File: src/rtl/param_stack_pkg.sv
// Shared types and helpers for the parametrised LIFO.
// Optional feature macro used across this slice: PARAM_STACK_PEEK_EN.
package stack_pkg;

  typedef enum logic [2:0] {
    OP_IDLE,
    OP_PUSH,
    OP_POP,
    OP_TOS,
    OP_REPLACE
  } stack_op_e;

  // Occupancy must represent 0..depth inclusive, hence depth+1 states.
  function automatic int calc_cnt_w(input int depth);
    return $clog2(depth + 1);
  endfunction

endpackage

File: src/rtl/param_stack_if.sv
// Controller-to-stack bus. PARAM_STACK_PEEK_EN adds the peek_idx/peek_data/peek_oob lines.
interface param_stack_if #(
  parameter int WIDTH = 8,
  parameter int DEPTH = 64
);
  import stack_pkg::*;

  localparam int CNT_W = calc_cnt_w(DEPTH);

  // Requests (push/pop/tos) are single-cycle commands sampled on the rising
  // edge; there is no ready. d_valid is a one-cycle strobe in the cycle after
  // a successful pop/tos/replace, and d_out is only meaningful while it is high.
  logic             push;
  logic             pop;
  logic             tos;
  logic [WIDTH-1:0] d_in;
  logic             clr_err;
  logic [WIDTH-1:0] d_out;
  logic             d_valid;
  logic [CNT_W-1:0] count;
  logic             empty;
  logic             full;
  logic             err_ovf;
  logic             err_unf;
`ifdef PARAM_STACK_PEEK_EN
  logic [CNT_W-1:0] peek_idx;
  logic [WIDTH-1:0] peek_data;
  logic             peek_oob;
`endif

  modport master (
    output push, pop, tos, d_in, clr_err,
`ifdef PARAM_STACK_PEEK_EN
    output peek_idx,
    input  peek_data, peek_oob,
`endif
    input  d_out, d_valid, count, empty, full, err_ovf, err_unf
  );

  modport slave (
    input  push, pop, tos, d_in, clr_err,
`ifdef PARAM_STACK_PEEK_EN
    input  peek_idx,
    output peek_data, peek_oob,
`endif
    output d_out, d_valid, count, empty, full, err_ovf, err_unf
  );

endinterface

File: src/rtl/param_stack_mem.sv
// DEPTH x WIDTH stack storage: one write port, one registered read port, optional async peek port.
// The async port exists only when PARAM_STACK_PEEK_EN is defined.
module param_stack_mem #(
  parameter int WIDTH  = 8,
  parameter int DEPTH  = 64,
  parameter int ADDR_W = $clog2(DEPTH)
) (
  input  logic              clk,
  input  logic              rst,
  input  logic              we,
  input  logic [ADDR_W-1:0] waddr,
  input  logic [WIDTH-1:0]  wdata,
  input  logic              re,
  input  logic [ADDR_W-1:0] raddr,
`ifdef PARAM_STACK_PEEK_EN
  input  logic [ADDR_W-1:0] peek_addr,
  output logic [WIDTH-1:0]  peek_rdata,
`endif
  output logic [WIDTH-1:0]  rdata
);

  logic [WIDTH-1:0] st [DEPTH];

  // Storage is intentionally not reset; occupancy alone decides what is reachable.
  always_ff @(posedge clk) begin
    if (we) st[waddr] <= wdata;
  end

  // Read-before-write on the same address gives the old top during a replace.
  always_ff @(posedge clk or posedge rst) begin
    if (rst)     rdata <= '0;
    else if (re) rdata <= st[raddr];
  end

`ifdef PARAM_STACK_PEEK_EN
  assign peek_rdata = st[peek_addr];
`endif

endmodule

File: src/rtl/param_stack.sv
// Parametrised operand/return-address LIFO: op decode, occupancy counter and sticky error flags.
// Define PARAM_STACK_PEEK_EN to add the combinational peek port.
module param_stack
  import stack_pkg::*;
#(
  parameter int WIDTH = 8,
  parameter int DEPTH = 64
) (
  input logic         clk,
  input logic         rst,
  param_stack_if.slave bus
);

  localparam int CNT_W  = calc_cnt_w(DEPTH);
  localparam int ADDR_W = $clog2(DEPTH);

  stack_op_e         op;
  logic [CNT_W-1:0]  cnt_q, cnt_nxt;
  logic              empty_w, full_w;
  logic [ADDR_W-1:0] top_addr, free_addr;
  logic              mem_we, mem_re;
  logic [ADDR_W-1:0] mem_waddr;
  logic              ovf_ev, unf_ev;
  logic              d_valid_q, err_ovf_q, err_unf_q;

  assign empty_w   = (cnt_q == '0);
  assign full_w    = (cnt_q == CNT_W'(DEPTH));
  assign top_addr  = ADDR_W'(cnt_q - CNT_W'(1));
  assign free_addr = ADDR_W'(cnt_q);

  // Priority decode: push+pop beats push, push beats pop, pop beats tos.
  always_comb begin
    op = OP_IDLE;
    if (bus.push && bus.pop) op = empty_w ? OP_PUSH : OP_REPLACE;
    else if (bus.push)       op = OP_PUSH;
    else if (bus.pop)        op = OP_POP;
    else if (bus.tos)        op = OP_TOS;
  end

  always_comb begin
    mem_we    = 1'b0;
    mem_re    = 1'b0;
    mem_waddr = free_addr;
    ovf_ev    = 1'b0;
    unf_ev    = 1'b0;
    cnt_nxt   = cnt_q;
    unique case (op)
      OP_PUSH: begin
        if (full_w) ovf_ev = 1'b1;
        else begin
          mem_we  = 1'b1;
          cnt_nxt = cnt_q + CNT_W'(1);
        end
      end
      OP_REPLACE: begin
        mem_we    = 1'b1;
        mem_waddr = top_addr;
        mem_re    = 1'b1;
      end
      OP_POP: begin
        if (empty_w) unf_ev = 1'b1;
        else begin
          mem_re  = 1'b1;
          cnt_nxt = cnt_q - CNT_W'(1);
        end
      end
      OP_TOS: begin
        if (empty_w) unf_ev = 1'b1;
        else         mem_re = 1'b1;
      end
      default: ;
    endcase
  end

  always_ff @(posedge clk or posedge rst) begin
    if (rst) begin
      cnt_q     <= '0;
      d_valid_q <= 1'b0;
      err_ovf_q <= 1'b0;
      err_unf_q <= 1'b0;
    end else begin
      cnt_q     <= cnt_nxt;
      d_valid_q <= mem_re;
      // A new error in the clearing cycle must survive the clear.
      err_ovf_q <= ovf_ev | (err_ovf_q & ~bus.clr_err);
      err_unf_q <= unf_ev | (err_unf_q & ~bus.clr_err);
    end
  end

`ifdef PARAM_STACK_PEEK_EN
  logic [ADDR_W-1:0] peek_addr;
  logic [WIDTH-1:0]  peek_rdata;
  logic              peek_oob_w;

  assign peek_oob_w    = (bus.peek_idx >= cnt_q);
  assign peek_addr     = ADDR_W'(cnt_q - CNT_W'(1) - bus.peek_idx);
  assign bus.peek_oob  = peek_oob_w;
  assign bus.peek_data = peek_oob_w ? '0 : peek_rdata;
`endif

  param_stack_mem #(
    .WIDTH (WIDTH),
    .DEPTH (DEPTH),
    .ADDR_W(ADDR_W)
  ) u_mem (
    .clk       (clk),
    .rst       (rst),
    .we        (mem_we),
    .waddr     (mem_waddr),
    .wdata     (bus.d_in),
    .re        (mem_re),
    .raddr     (top_addr),
`ifdef PARAM_STACK_PEEK_EN
    .peek_addr (peek_addr),
    .peek_rdata(peek_rdata),
`endif
    .rdata     (bus.d_out)
  );

  assign bus.count   = cnt_q;
  assign bus.empty   = empty_w;
  assign bus.full    = full_w;
  assign bus.d_valid = d_valid_q;
  assign bus.err_ovf = err_ovf_q;
  assign bus.err_unf = err_unf_q;

endmodule

File: src/flat_wrapper.sv
// flat-port wrapper written by rule: the top's interface ports become plain ports
module param_stack_flat import stack_pkg::*;
#(
  parameter int WIDTH = 8,
  parameter int DEPTH = 64
)
  (clk, rst, bus_push, bus_pop, bus_tos, bus_d_in, bus_clr_err, bus_d_out, bus_d_valid, bus_count, bus_empty, bus_full, bus_err_ovf, bus_err_unf);
  param_stack_if #(.WIDTH(WIDTH), .DEPTH(DEPTH)) bus_i ();
  input logic clk;
  input logic rst;
  input wire logic [$bits(bus_i.push)-1:0] bus_push;
  input wire logic [$bits(bus_i.pop)-1:0] bus_pop;
  input wire logic [$bits(bus_i.tos)-1:0] bus_tos;
  input wire logic [$bits(bus_i.d_in)-1:0] bus_d_in;
  input wire logic [$bits(bus_i.clr_err)-1:0] bus_clr_err;
  output wire logic [$bits(bus_i.d_out)-1:0] bus_d_out;
  output wire logic [$bits(bus_i.d_valid)-1:0] bus_d_valid;
  output wire logic [$bits(bus_i.count)-1:0] bus_count;
  output wire logic [$bits(bus_i.empty)-1:0] bus_empty;
  output wire logic [$bits(bus_i.full)-1:0] bus_full;
  output wire logic [$bits(bus_i.err_ovf)-1:0] bus_err_ovf;
  output wire logic [$bits(bus_i.err_unf)-1:0] bus_err_unf;
  assign bus_i.push = bus_push;
  assign bus_i.pop = bus_pop;
  assign bus_i.tos = bus_tos;
  assign bus_i.d_in = bus_d_in;
  assign bus_i.clr_err = bus_clr_err;
  assign bus_d_out = bus_i.d_out;
  assign bus_d_valid = bus_i.d_valid;
  assign bus_count = bus_i.count;
  assign bus_empty = bus_i.empty;
  assign bus_full = bus_i.full;
  assign bus_err_ovf = bus_i.err_ovf;
  assign bus_err_unf = bus_i.err_unf;
  param_stack #(.WIDTH(WIDTH), .DEPTH(DEPTH)) u_core (.clk(clk), .rst(rst), .bus(bus_i));
endmodule
File: config.mk
export PLATFORM = sky130hd
export DESIGN_NAME = param_stack_flat
export DESIGN_NICKNAME = d
export VERILOG_FILES = /design/src/rtl/param_stack_pkg.sv /design/src/rtl/param_stack_if.sv /design/src/rtl/param_stack_mem.sv /design/src/rtl/param_stack.sv /design/src/flat_wrapper.sv
export SDC_FILE = /design/constraint.sdc
export NUM_CORES = 1
export LEC_CHECK = 0
export BUFFER_PORTS_ARGS = -buffer_cell sky130_fd_sc_hd__buf_4
export CORE_UTILIZATION = 45
export CTS_BUF_LIST = sky130_fd_sc_hd__clkbuf_4 sky130_fd_sc_hd__clkbuf_8
export DETAILED_ROUTE_END_ITERATION = 10
export GPL_ROUTABILITY_DRIVEN = 0
export SETUP_SLACK_MARGIN = 0.4
export SLEW_MARGIN = 20
export SYNTH_ARGS = -nofsm -noshare
export SYNTH_HDL_FRONTEND = slang
export SYNTH_HIERARCHICAL = 1
export SYNTH_SLANG_ARGS = --single-unit
File: constraint.sdc
create_clock -name clk -period 4.3 [get_ports clk]
set_input_delay 1.29 -clock clk [delete_from_list [all_inputs] [get_ports clk]]
set_output_delay 1.29 -clock clk [all_outputs]
set_load 0.05 [all_outputs]
==> impl_metrics.py <==
metrics = {
    "layout": {
        "multiInputGateArea_um2": 4920,
        "post_route_cells_drive_above_1_share_pct": 33.3,
        "layout.cells.most_common": "sky130_fd_sc_hd__edfxtp_1",
        "stdcell_area_um2": 24100,
        "area.growth.synth_to_final_pct": 14.1,
        "number_of_diodes": 0,
        "design.final.nets": 1193,
        "ff_latch_area_um2": 15800,
        "layout_common_cells": "512 x sky130_fd_sc_hd__edfxtp_1, 120 x sky130_fd_sc_hd__mux4_2, 101 x sky130_fd_sc_hd__buf_4",
        "n_fill_cell": 3636,
    },
    "pwr": {
        "power_leakage_nw": 7.82,
        "pwr_density_cell_nw_per_um2": 680,
        "ir_worst_vdd_mv": 0.580,
    },
    "global_route": {
        "grt_antenna_before_repair": 0,
        "grt_start_max_net_pins": 101,
        "wire_length_of_the_first_global_routing_pass_um": 69100,
        "gr-usage-all-layers_pct": 20.1,
        "grt.overflow.total": 0,
        "first_global_vias": 10700,
    },
    "logic_synthesis": {
        "synth-xor-area-share_pct": 0.498,
        "post-synth-top-area-cell": "sky130_fd_sc_hd__edfxtp_1",
        "synthCells": 1045,
        "synth.top_cells.by_area": "sky130_fd_sc_hd__edfxtp_1 73%, sky130_fd_sc_hd__mux4_2 13%, sky130_fd_sc_hd__dfrtp_1 2.1%",
        "synth.cell_area_um2": 21100,
        "ys_ff_latch": 530,
        "synth.mux.area_fraction_pct": 16.5,
        "main_combinational_cell_family_by_area_after_synthesis": "multiplexers",
        "syn_nets": 1061,
        "synth_simple_gate_area_share_pct": 3.42,
        "synth-seq-area-share_pct": 75.0,
        "synth.distinct_cells": 47,
        "top_ff_cell_synth": "sky130_fd_sc_hd__edfxtp_1",
        "synthArstFlopShare_pct": 3.40,
        "synth_top_area_share_pct": 72.9,
        "avg_inst_size_synth_um2": 20.2,
        "synth-compound-area-share_pct": 2.52,
        "synth_enable_flop_cells": 512,
        "synth-warning-count": 6,
        "yosys.area_share.adder_pct": 0.119,
    },
    "timing": {
        "slew_viols_final": 0,
        "timing.setup.tns_ns": 0,
        "rsz0062_at_grt": "true",
        "hold_viol_final": 0,
        "final.min_clock_period_ns": 3.69,
        "timing.clock.skew_ns": 0.0385,
        "worstMarginPinSlew_ns": 0.866,
        "whs_ns": 0.534,
        "setup_viol": 0,
        "timing.final.crit_share_pct": 85.8,
        "maxSlewHeadroom_pct": 42.3,
        "max_clock_freq_mhz": 271,
    },
    "worst_hold_path": {
        "hold_class": "register to register",
    },
    "routing": {
        "detailedRoute.firstIterationViolations": 941,
        "postRouteWirelength_um": 45900,
        "vias_per_cell": 5.64,
        "firstDrtPassIters": 5,
        "dr_total_vias": 10400,
        "wire_per_inst_um": 25.0,
        "drt_drc_violations_left": 0,
        "detail-route-antenna-nets": 0,
    },
    "clocking": {
        "clock_tree.htree_level_count": 3,
        "cts_sinks": 530,
        "clk_pin_slew_ns": 0.06,
        "cts_tree": "yes",
        "cts_inserted_buffers": 86,
        "max_root_sink_buffers": 3,
        "insertion_delay_ns": 0.65,
        "post_cts_buffers": 0,
        "cts_root_buffer": "sky130_fd_sc_hd__clkbuf_8",
    },
    "placed_design": {
        "dpl.hpwl_um": 27200,
        "placedInstanceArea_um2": 22400,
        "buffer_ports.inserted": 33,
    },
    "worst_setup_path": {
        "cp.arrival_ns": 3.94,
        "timing_worst_setup_path_type": "register to register",
        "reg2regPathDepth": 9,
        "critPathLaunch": "u_core/bus.count[0]",
        "setup.worst_path.start_class": "register",
        "endpoint_kind": "register",
        "worst-r2r-setup-slack_ns": 0.61,
        "r2r-end": "u_core/u_mem/st[32][7]",
        "cp.required_ns": 4.55,
        "critical_path_peak_fanout": 8,
        "timing.critical_path.to": "u_core/u_mem/st[32][7]",
        "reg_to_reg_critical_path_startpoint": "u_core/bus.count[0]",
    },
    "floorplanning": {
        "chipWidth_um": 219,
        "floorplan.core_area_um2": 45800,
        "design.portCount": 34,
        "dieArea_um2": 47700,
        "initial_core_util_pct": 46.1,
        "num_rows": 78,
        "floorplan.die.height_um": 219,
    },
    "job": {
        "max_cap_violations": 0,
    },
    "outcome": {
        "status": "completed",
    },
}
-- cells in the mapped netlist (2+ instances only) --
| cell | number |
|---|---|
| sky130_fd_sc_hd__a21oi_1 | 12 |
| sky130_fd_sc_hd__a221oi_1 | 8 |
| sky130_fd_sc_hd__a22oi_1 | 16 |
| sky130_fd_sc_hd__a31oi_1 | 2 |
| sky130_fd_sc_hd__and2_1 | 4 |
| sky130_fd_sc_hd__buf_1 | 5 |
| sky130_fd_sc_hd__buf_2 | 22 |
| sky130_fd_sc_hd__buf_4 | 3 |
| sky130_fd_sc_hd__buf_6 | 9 |
| sky130_fd_sc_hd__clkbuf_1 | 23 |
| sky130_fd_sc_hd__dfrtp_1 | 18 |
| sky130_fd_sc_hd__edfxtp_1 | 512 |
| sky130_fd_sc_hd__ha_1 | 2 |
| sky130_fd_sc_hd__inv_1 | 18 |
| sky130_fd_sc_hd__mux2_2 | 32 |
| sky130_fd_sc_hd__mux2i_1 | 41 |
| sky130_fd_sc_hd__mux4_2 | 120 |
| sky130_fd_sc_hd__nand2_1 | 16 |
| sky130_fd_sc_hd__nand2b_1 | 6 |
| sky130_fd_sc_hd__nand3_1 | 17 |
| sky130_fd_sc_hd__nand3b_1 | 2 |
| sky130_fd_sc_hd__nand4_1 | 4 |
| sky130_fd_sc_hd__nor2_1 | 82 |
| sky130_fd_sc_hd__nor2b_1 | 7 |
| sky130_fd_sc_hd__nor3_1 | 3 |
| sky130_fd_sc_hd__o21ai_0 | 5 |
| sky130_fd_sc_hd__o221ai_1 | 16 |
| sky130_fd_sc_hd__o22ai_1 | 9 |
| sky130_fd_sc_hd__or3_1 | 3 |
| sky130_fd_sc_hd__xnor2_1 | 9 |
| sky130_fd_sc_hd__xor2_1 | 3 |
-- cells by family after synthesis --
logic type                 after synthesis
DFF                                    530
muxes                                  193
and+or+nand+nor                        154
buffers and inverters                   81
AOI/OAI and AO/OA                       73
xor gates and xnor gates                12
adders and majority gates                2
-- state kept, by name, indices dropped and copies added (netlist names) --
name and flops:
u_core/u_mem/st 512, u_core/bus.err_unf 1, u_core/u_mem/rdata 8, u_core/bus.d_valid 1, u_core/bus.err_ovf 1, u_core/bus.count 7
-- worst min path at each step --
| stage | startpoint | endpoint | slack [ns] | depth (start not counted) |
|---|---|---|---|---|
| after floorplan | u_core/bus.err_ovf | u_core/bus.err_ovf | 0.76 | 2 |
| after global placement | u_core/bus.err_ovf | u_core/bus.err_ovf | 0.53 | 2 |
| after detailed placement | u_core/bus.err_ovf | u_core/bus.err_ovf | 0.53 | 2 |
| after CTS | u_core/bus.err_ovf | u_core/bus.err_ovf | 0.54 | 2 |
| after global routing | u_core/bus.err_unf | u_core/bus.err_unf | 0.56 | 2 |
| final | u_core/bus.err_ovf | u_core/bus.err_ovf | 0.53 | 2 |
-- what timing repair did --
item / CTS / global route
endpoints found under the setup margin: 0 / 107
resized for setup: 0 / 11
hold buffers: 0 / 0
-- critical path, cell delays in order, from the launching register on --
cell                      delay (ns)
sky130_fd_sc_hd__dfrtp_1        0.57
sky130_fd_sc_hd__inv_6          0.05
sky130_fd_sc_hd__ha_1           0.23
sky130_fd_sc_hd__nor3b_1        0.16
sky130_fd_sc_hd__nand2_1        0.22
sky130_fd_sc_hd__and2_1         0.32
sky130_fd_sc_hd__nand3_1        0.13
sky130_fd_sc_hd__xnor2_1        0.33
sky130_fd_sc_hd__or3b_2         0.63
sky130_fd_sc_hd__nor2_1         0.66
-- through the flow --
stage	power (W)	cells	worst slack, ns	utilization [%]
global placement	0.0123	1689	0.262	48.9
detailed placement	0.0123	1689	0.195	48.9
CTS	0.0165	1836	0.584	52.5
floorplan	0.0104	1045	0.582	-
finish	0.0164	1836	0.611	52.6
global route	0.0171	1836	0.370	52.6
-- report_power, final --
part	leakage (nW)	switching, W	internal, W
Combinational	2.12	0.00343	0.00266
Sequential	4.82	0.000163	0.00591
Clock	0.877	0.00188	0.00233
-- metal layers --
layer  track usage, %  wire, um  up-vias
met2             31.3     22300      300
met3             3.99      2760       70
met1             28.4     20000     5435
li1                 -         -     4550
met4             7.04       888        0
met5                0         0        -
-- cell type report --
| type | count | area share [%] |
|---|---|---|
| clock buffers | 116 | 5.96 |
| clock inverters | 31 | 0.883 |
| multi-input cells | 434 | 20.4 |
| inverters | 19 | 0.322 |
| flip-flops and latches | 530 | 65.7 |
| well taps | 600 | 3.12 |
| repair buffers | 106 | 3.56 |
Power figures use the tool's default switching activity.
